<file path="src/rtl/spi_master_if.sv">
// Host-side handshake and SPI pin bundle for spi_master.
// The master modport is the spi_master view; the slave modport is the environment view.
interface spi_master_if;
  logic        start;
  logic [31:0] d;
  logic [31:0] q;
  logic        done;
  logic        busy;
  logic        sck;
  logic        sdo;
  logic        sdi;
  logic        cs_n;

  modport master (
    input  start, d, sdi,
    output q, done, busy, sck, sdo, cs_n
  );

  modport slave (
    output start, d, sdi,
    input  q, done, busy, sck, sdo, cs_n
  );
endinterface

</file>
<file path="src/rtl/spi_master.sv">
// 32-bit SPI master: sck idles low, sdi sampled on sck rise, sdo changes on sck fall, MSB first.
// All outputs are registered; sck is CLK_DIV clk cycles per half-period.
module spi_master #(
  parameter int CLK_DIV = 4
) (
  input  logic         clk,
  input  logic         reset,
  spi_master_if.master bus
);

  localparam int DW = (CLK_DIV > 1) ? $clog2(CLK_DIV) : 1;
  localparam logic [DW-1:0] DIV_MAX = DW'(CLK_DIV - 1);

  typedef enum logic [1:0] {
    IDLE = 2'd0,
    LOW  = 2'd1,
    HIGH = 2'd2,
    DONE = 2'd3
  } state_e;

  state_e          state_q, state_d;
  logic [31:0]     tx_sr_q, tx_sr_d;
  logic [31:0]     rx_sr_q, rx_sr_d;
  logic [31:0]     q_q, q_d;
  logic [4:0]      bitcnt_q, bitcnt_d;
  logic [DW-1:0]   divcnt_q, divcnt_d;
  logic            sck_q, sck_d;
  logic            cs_n_q, cs_n_d;
  logic            busy_q, busy_d;
  logic            done_q, done_d;

  // Next-state and registered-output logic for the transfer sequencer.
  always_comb begin
    state_d  = state_q;
    tx_sr_d  = tx_sr_q;
    rx_sr_d  = rx_sr_q;
    q_d      = q_q;
    bitcnt_d = bitcnt_q;
    divcnt_d = divcnt_q;
    sck_d    = sck_q;
    cs_n_d   = cs_n_q;
    busy_d   = busy_q;
    done_d   = 1'b0;

    case (state_q)
      // The done cycle also accepts a new request, giving back-to-back
      // transfers a start-to-start spacing of 64*CLK_DIV+1 cycles.
      IDLE, DONE: begin
        if (bus.start) begin
          tx_sr_d  = bus.d;
          bitcnt_d = 5'd0;
          divcnt_d = '0;
          sck_d    = 1'b0;
          cs_n_d   = 1'b0;
          busy_d   = 1'b1;
          state_d  = LOW;
        end else begin
          sck_d    = 1'b0;
          cs_n_d   = 1'b1;
          busy_d   = 1'b0;
          state_d  = IDLE;
        end
      end
      LOW: begin
        if (divcnt_q == DIV_MAX) begin
          sck_d    = 1'b1;
          rx_sr_d  = {rx_sr_q[30:0], bus.sdi};
          divcnt_d = '0;
          state_d  = HIGH;
        end else begin
          divcnt_d = divcnt_q + DW'(1'b1);
        end
      end
      HIGH: begin
        if (divcnt_q == DIV_MAX) begin
          sck_d    = 1'b0;
          divcnt_d = '0;
          if (bitcnt_q == 5'd31) begin
            q_d     = rx_sr_q;
            done_d  = 1'b1;
            cs_n_d  = 1'b1;
            state_d = DONE;
          end else begin
            tx_sr_d  = {tx_sr_q[30:0], 1'b0};
            bitcnt_d = bitcnt_q + 5'd1;
            state_d  = LOW;
          end
        end else begin
          divcnt_d = divcnt_q + DW'(1'b1);
        end
      end
      default: begin
        sck_d   = 1'b0;
        cs_n_d  = 1'b1;
        busy_d  = 1'b0;
        state_d = IDLE;
      end
    endcase
  end

  // State and output registers with synchronous reset.
  always_ff @(posedge clk) begin
    if (reset) begin
      state_q  <= IDLE;
      tx_sr_q  <= 32'd0;
      rx_sr_q  <= 32'd0;
      q_q      <= 32'd0;
      bitcnt_q <= 5'd0;
      divcnt_q <= '0;
      sck_q    <= 1'b0;
      cs_n_q   <= 1'b1;
      busy_q   <= 1'b0;
      done_q   <= 1'b0;
    end else begin
      state_q  <= state_d;
      tx_sr_q  <= tx_sr_d;
      rx_sr_q  <= rx_sr_d;
      q_q      <= q_d;
      bitcnt_q <= bitcnt_d;
      divcnt_q <= divcnt_d;
      sck_q    <= sck_d;
      cs_n_q   <= cs_n_d;
      busy_q   <= busy_d;
      done_q   <= done_d;
    end
  end

  assign bus.sdo  = tx_sr_q[31];
  assign bus.sck  = sck_q;
  assign bus.cs_n = cs_n_q;
  assign bus.busy = busy_q;
  assign bus.done = done_q;
  assign bus.q    = q_q;

endmodule

</file>
<file path="src/flat_wrapper.sv">
// flat-port wrapper written by rule: the top's interface ports become plain ports
module spi_master_flat 
#(
  parameter int CLK_DIV = 4
)
  (clk, reset, bus_start, bus_d, bus_sdi, bus_q, bus_done, bus_busy, bus_sck, bus_sdo, bus_cs_n);
  spi_master_if bus_i ();
  input  logic clk;
  input  logic reset;
  input wire logic [$bits(bus_i.start)-1:0] bus_start;
  input wire logic [$bits(bus_i.d)-1:0] bus_d;
  input wire logic [$bits(bus_i.sdi)-1:0] bus_sdi;
  output wire logic [$bits(bus_i.q)-1:0] bus_q;
  output wire logic [$bits(bus_i.done)-1:0] bus_done;
  output wire logic [$bits(bus_i.busy)-1:0] bus_busy;
  output wire logic [$bits(bus_i.sck)-1:0] bus_sck;
  output wire logic [$bits(bus_i.sdo)-1:0] bus_sdo;
  output wire logic [$bits(bus_i.cs_n)-1:0] bus_cs_n;
  assign bus_i.start = bus_start;
  assign bus_i.d = bus_d;
  assign bus_i.sdi = bus_sdi;
  assign bus_q = bus_i.q;
  assign bus_done = bus_i.done;
  assign bus_busy = bus_i.busy;
  assign bus_sck = bus_i.sck;
  assign bus_sdo = bus_i.sdo;
  assign bus_cs_n = bus_i.cs_n;
  spi_master #(.CLK_DIV(CLK_DIV)) u_core (.clk(clk), .reset(reset), .bus(bus_i));
endmodule
</file>
<file path="config.mk">
export PLATFORM = sky130hd
export DESIGN_NAME = spi_master_flat
export DESIGN_NICKNAME = d
export VERILOG_FILES = /design/src/rtl/spi_master_if.sv /design/src/rtl/spi_master.sv /design/src/flat_wrapper.sv
export SDC_FILE = /design/constraint.sdc
export NUM_CORES = 1
export LEC_CHECK = 0
export CORE_ASPECT_RATIO = 0.6
export CORE_MARGIN = 5
export CORE_UTILIZATION = 56
export DETAILED_ROUTE_END_ITERATION = 10
export PLACE_DENSITY = 0.84
export RECOVER_POWER = 50
export SYNTH_ARGS = -nofsm -noshare
export SYNTH_HDL_FRONTEND = slang
export SYNTH_SLANG_ARGS = --single-unit
</file>
<file path="constraint.sdc">
create_clock -name clk -period 3.05 [get_ports clk]
set_input_delay 0.61 -clock clk [delete_from_list [all_inputs] [get_ports clk]]
set_output_delay 0.61 -clock clk [all_outputs]
set_load 0.01 [all_outputs]
</file>
==> summary.md <==
| Metric | Value |
|---|---|
| Outcome | `finished with violations` |
| Failing checks | `capacitance limit, slew limit` |
| HP Class | `register to register` |
| Pwr dens | `~580 nW/µm²` |
| Syn avg cell area | `8.582 µm²` |
| Wire length per cell | `13.98 µm` |
| Final wirelength | `roughly 9.2 mm` |
| Crit path cell chain | `ha_1, and3_1, ha_1, nand2b_1, a211oi_4, buf_12, nor2_1, a211oi_1` |
| Fmax | `439.0 MHz` |
| Critical path arrival | `2.49 ns` |
| Unrepaired setup endpoints after global routing | `no` |
| Setup_tns | `0 ns` |
| Clock Tree Buf Depth | `2` |
| Final clock skew | `roughly 0.0044 ns` |
| Post-DP HPWL | `5.967 mm` |
| Critical Path Max Stage Delay | `0.34 ns` |
| # rows | `24` |
| Cell leakage power | `1.905 nW` |
| Area Growth Syn to Fin | `25.69%` |
| Register area | `2182 µm²` |
| Hold buffer count at CTS | `0` |
| Peak supply drop | `461.2 µV` |
| Die Ht | `77.53 µm` |
| Die Wd | `122.6 µm` |
| Layout cells sized above 1 | `0.06171` |
| Mapped Nets | `537` |
| Iteration count of the initial detailed-routing pass | `5` |
| Core area | `7327 µm²` |
| Min Tclk post-route | `2.278 ns` |
| Slew headroom | `-0.2755` |
| Inst Count DP | `639` |
| Die ar. | `9502 µm²` |
| PortBufs | `72` |
| 1st-iter DRT viols | `between 200 and 300` |
| Skew-Pair Late Insertion Delay | `0.34 ns` |
| Delay-heaviest family, CP | `compound AO/OA/AOI/OAI gates` |
| CP max stage cell | `dfxtp_1` |
| Crit-path max FO | `65` |
| Post-CTS sizing | `0` |
| Sequential share of the synthesized area | `0.5126` |
| Post-synth cell types | `30` |
| Vias | `3467` |
| Final non-filler cell total | `655` |
| Final ANT Viol Nets | `0` |
| Number of max-cap violations | `1` |
| Worst Tran Pin Value | `between 1.5 and 2 ns` |
| Vias/cell | `5.293` |
| Sinks on Clock Net | `109` |
| Cell Area, Synth | `4257 µm²` |
| CTS buffer count | `9` |
| Slew Viols, Final | `95` |
| Syn Inst Count | `~500` |
| Largest net degree at the start of global routing | `95` |
| First-pass GRT wire length | `about 15 mm` |
| Critical path class | `register to register` |
| CTS tree | `yes` |
| Tcrit/Tclk final | `0.7469` |
| DRC Markers | `0` |
| Multi-input gate area | `1889 µm²` |
| Final setup viols | `0` |
| CP Buf/Inv Count | `1` |
| Gp weighted congestion | `0.7138` |
| Clock root cell | `clkbuf_16` |
| Vias in the first global route | `3295` |
| Layout fillers | `approximately 570` |
| Yosys reg bits | `between 100 and 150` |
| Final hold vios | `0` |
| Worst setup SP type | `register` |
| H-tree Lvls | `3` |
| Initial antenna violation count | `0` |
| IO Pins | `73` |
| Starting Density | `0.5809` |
| N_diodes | `0` |
| Ys Warns | `0` |
| Total Power | `3.077 mW` |
| CP Capture Type | `register` |
| Critical path required time | `3.27 ns` |
| Clock slew at reported path FFs | `0.07 ns` |
| Layout net count | `around 600` |
| GRT Resource Usage Total | `0.1969` |
| GRT Residual Overflow | `0` |
| Worst path most repeated cell | `ha_1` |
| Post-CTS Setup Inserts | `0` |
worst min-delay path, delay by kind of cell (launching register included):
kind            cells  cell delay (ns)
flops               1             0.31
simple gates        1             0.05
compound gates      1             0.05
routing by layer:
metal  global-route usage  wire length [µm]  vias up
met2               0.3227              4456       74
met3              0.05233               436        4
li1                     -                 -     1776
met5                    0                 0        -
met1               0.2584              4221     1613
met4              0.05363                44        0
Yosys cell counts, drive strengths merged:
library cell | count | area share
nor2 | 40 | 0.035
nand2 | 133 | 0.12
a31oi | 1 | 0.0015
a2111oi | 1 | 0.0021
a21oi | 73 | 0.086
nand2b | 2 | 0.0029
ha | 5 | 0.015
a32oi | 1 | 0.0021
nor3 | 2 | 0.0024
nand3b | 1 | 0.0018
inv | 4 | 0.0035
a21o | 1 | 0.0018
o21ai | 3 | 0.0035
or3 | 3 | 0.0044
dfxtp | 109 | 0.51
mux2i | 32 | 0.075
a211o | 1 | 0.0021
nor2b | 2 | 0.0047
a211oi | 32 | 0.069
xnor2 | 1 | 0.0021
buf | 16 | 0.021
or2b | 1 | 0.0018
and3 | 2 | 0.0029
o211ai | 1 | 0.0018
and2 | 1 | 0.0015
clkbuf | 24 | 0.021
nand3 | 4 | 0.0047
path summary, 6_finish.rpt:
| kind | startpoint | end | slack [ns] | depth (start not counted) |
|---|---|---|---|---|
| worst max register to register | u_core.bitcnt_q[0] | u_core.tx_sr_q[19] | 0.77 | 8 |
| worst min register to register | u_core.bus.q[7] | u_core.bus.q[7] | 0.45 | 2 |
| worst max-delay path | u_core.bitcnt_q[0] | u_core.tx_sr_q[19] | 0.77 | 8 |
| worst min-delay path | u_core.bus.q[7] | u_core.bus.q[7] | 0.45 | 2 |
cells in the final DEF, fill, tap and decap left out:
cell type        instances
a2111oi_0                1
a211o_1                  1
a211oi_1                21
a211oi_2                10
a211oi_4                 1
a21o_1                   1
a21oi_1                 73
a31oi_1                  1
a32oi_1                  1
and2_1                   1
and3_1                   2
buf_12                   1
buf_4                    4
bufinv_16                3
clkbuf_1                 3
clkbuf_16                9
clkbuf_2                 1
clkbuf_8                 3
clkdlybuf4s50_1         35
dfxtp_1                109
dlygate4sd3_1           36
ha_1                     4
ha_2                     1
inv_1                    4
mux2i_1                 32
nand2_1                133
nand2b_1                 2
nand3_1                  4
nand3b_1                 1
nor2_1                  40
nor2b_1                  1
nor2b_4                  1
nor3_1                   2
o211ai_1                 1
o21ai_0                  3
or2b_1                   1
or3_1                    3
xnor2_1                  1
registers in the layout, indices dropped and copies added, names as in the netlist:
signal / cells
u_core.bus.q: 32
u_core.divcnt_q: 2
u_core.bus.sck: 1
u_core.bus.busy: 1
u_core.rx_sr_q: 32
u_core.bitcnt_q: 5
u_core.bus.done: 1
u_core.bus.cs_n: 1
u_core.tx_sr_q: 32
u_core.state_q: 2
report_power, final:
group | internal (mW) | switching (mW)
Clock | 0.870 | 0.484
Combinational | 0.108 | 0.115
Sequential | 1.47 | 0.0268
cell families (layout without fill, tap and decap cells):
group / after synthesis / count (layout) / share of synthesized area
DFF: 109 / 109 / 0.5126
adders and majority gates: 5 / 5 / 0.01470
muxes: 32 / 32 / 0.07525
AOI/OAI and AO/OA: 114 / 114 / 0.1699
buffers and inverters: 44 / 99 / 0.04586
xor gates and xnor gates: 1 / 1 / 0.002058
and+or+nand+nor: 191 / 191 / 0.1796
through the flow:
| step | hold WS, ns | worst slack [ns] | utilization | area [µm²] |
|---|---|---|---|---|
| after floorplan | 0.4321 | 1.104 | - | 4257 |
| after global placement | 0.4427 | 0.8702 | 0.6824 | 5000 |
| after detailed placement | 0.4474 | 0.7754 | 0.6824 | 5000 |
| after CTS | 0.4567 | 0.7989 | 0.7316 | 5360 |
| after global routing | 0.4747 | 0.5829 | 0.7302 | 5350 |
| final | 0.4498 | 0.7719 | 0.7302 | 5350 |
area by class of cell:
class                           count  share of cell area
Inverter                            4            0.002806
Clock buffer                       13             0.05051
Sequential cell                   109              0.4079
Clock inverter                      3             0.01684
Timing Repair Buffer               79              0.1445
Tap cell                          104             0.02432
Multi-Input combinational cell    343              0.3531
No activity file was read; power rests on OpenSTA's default activity.
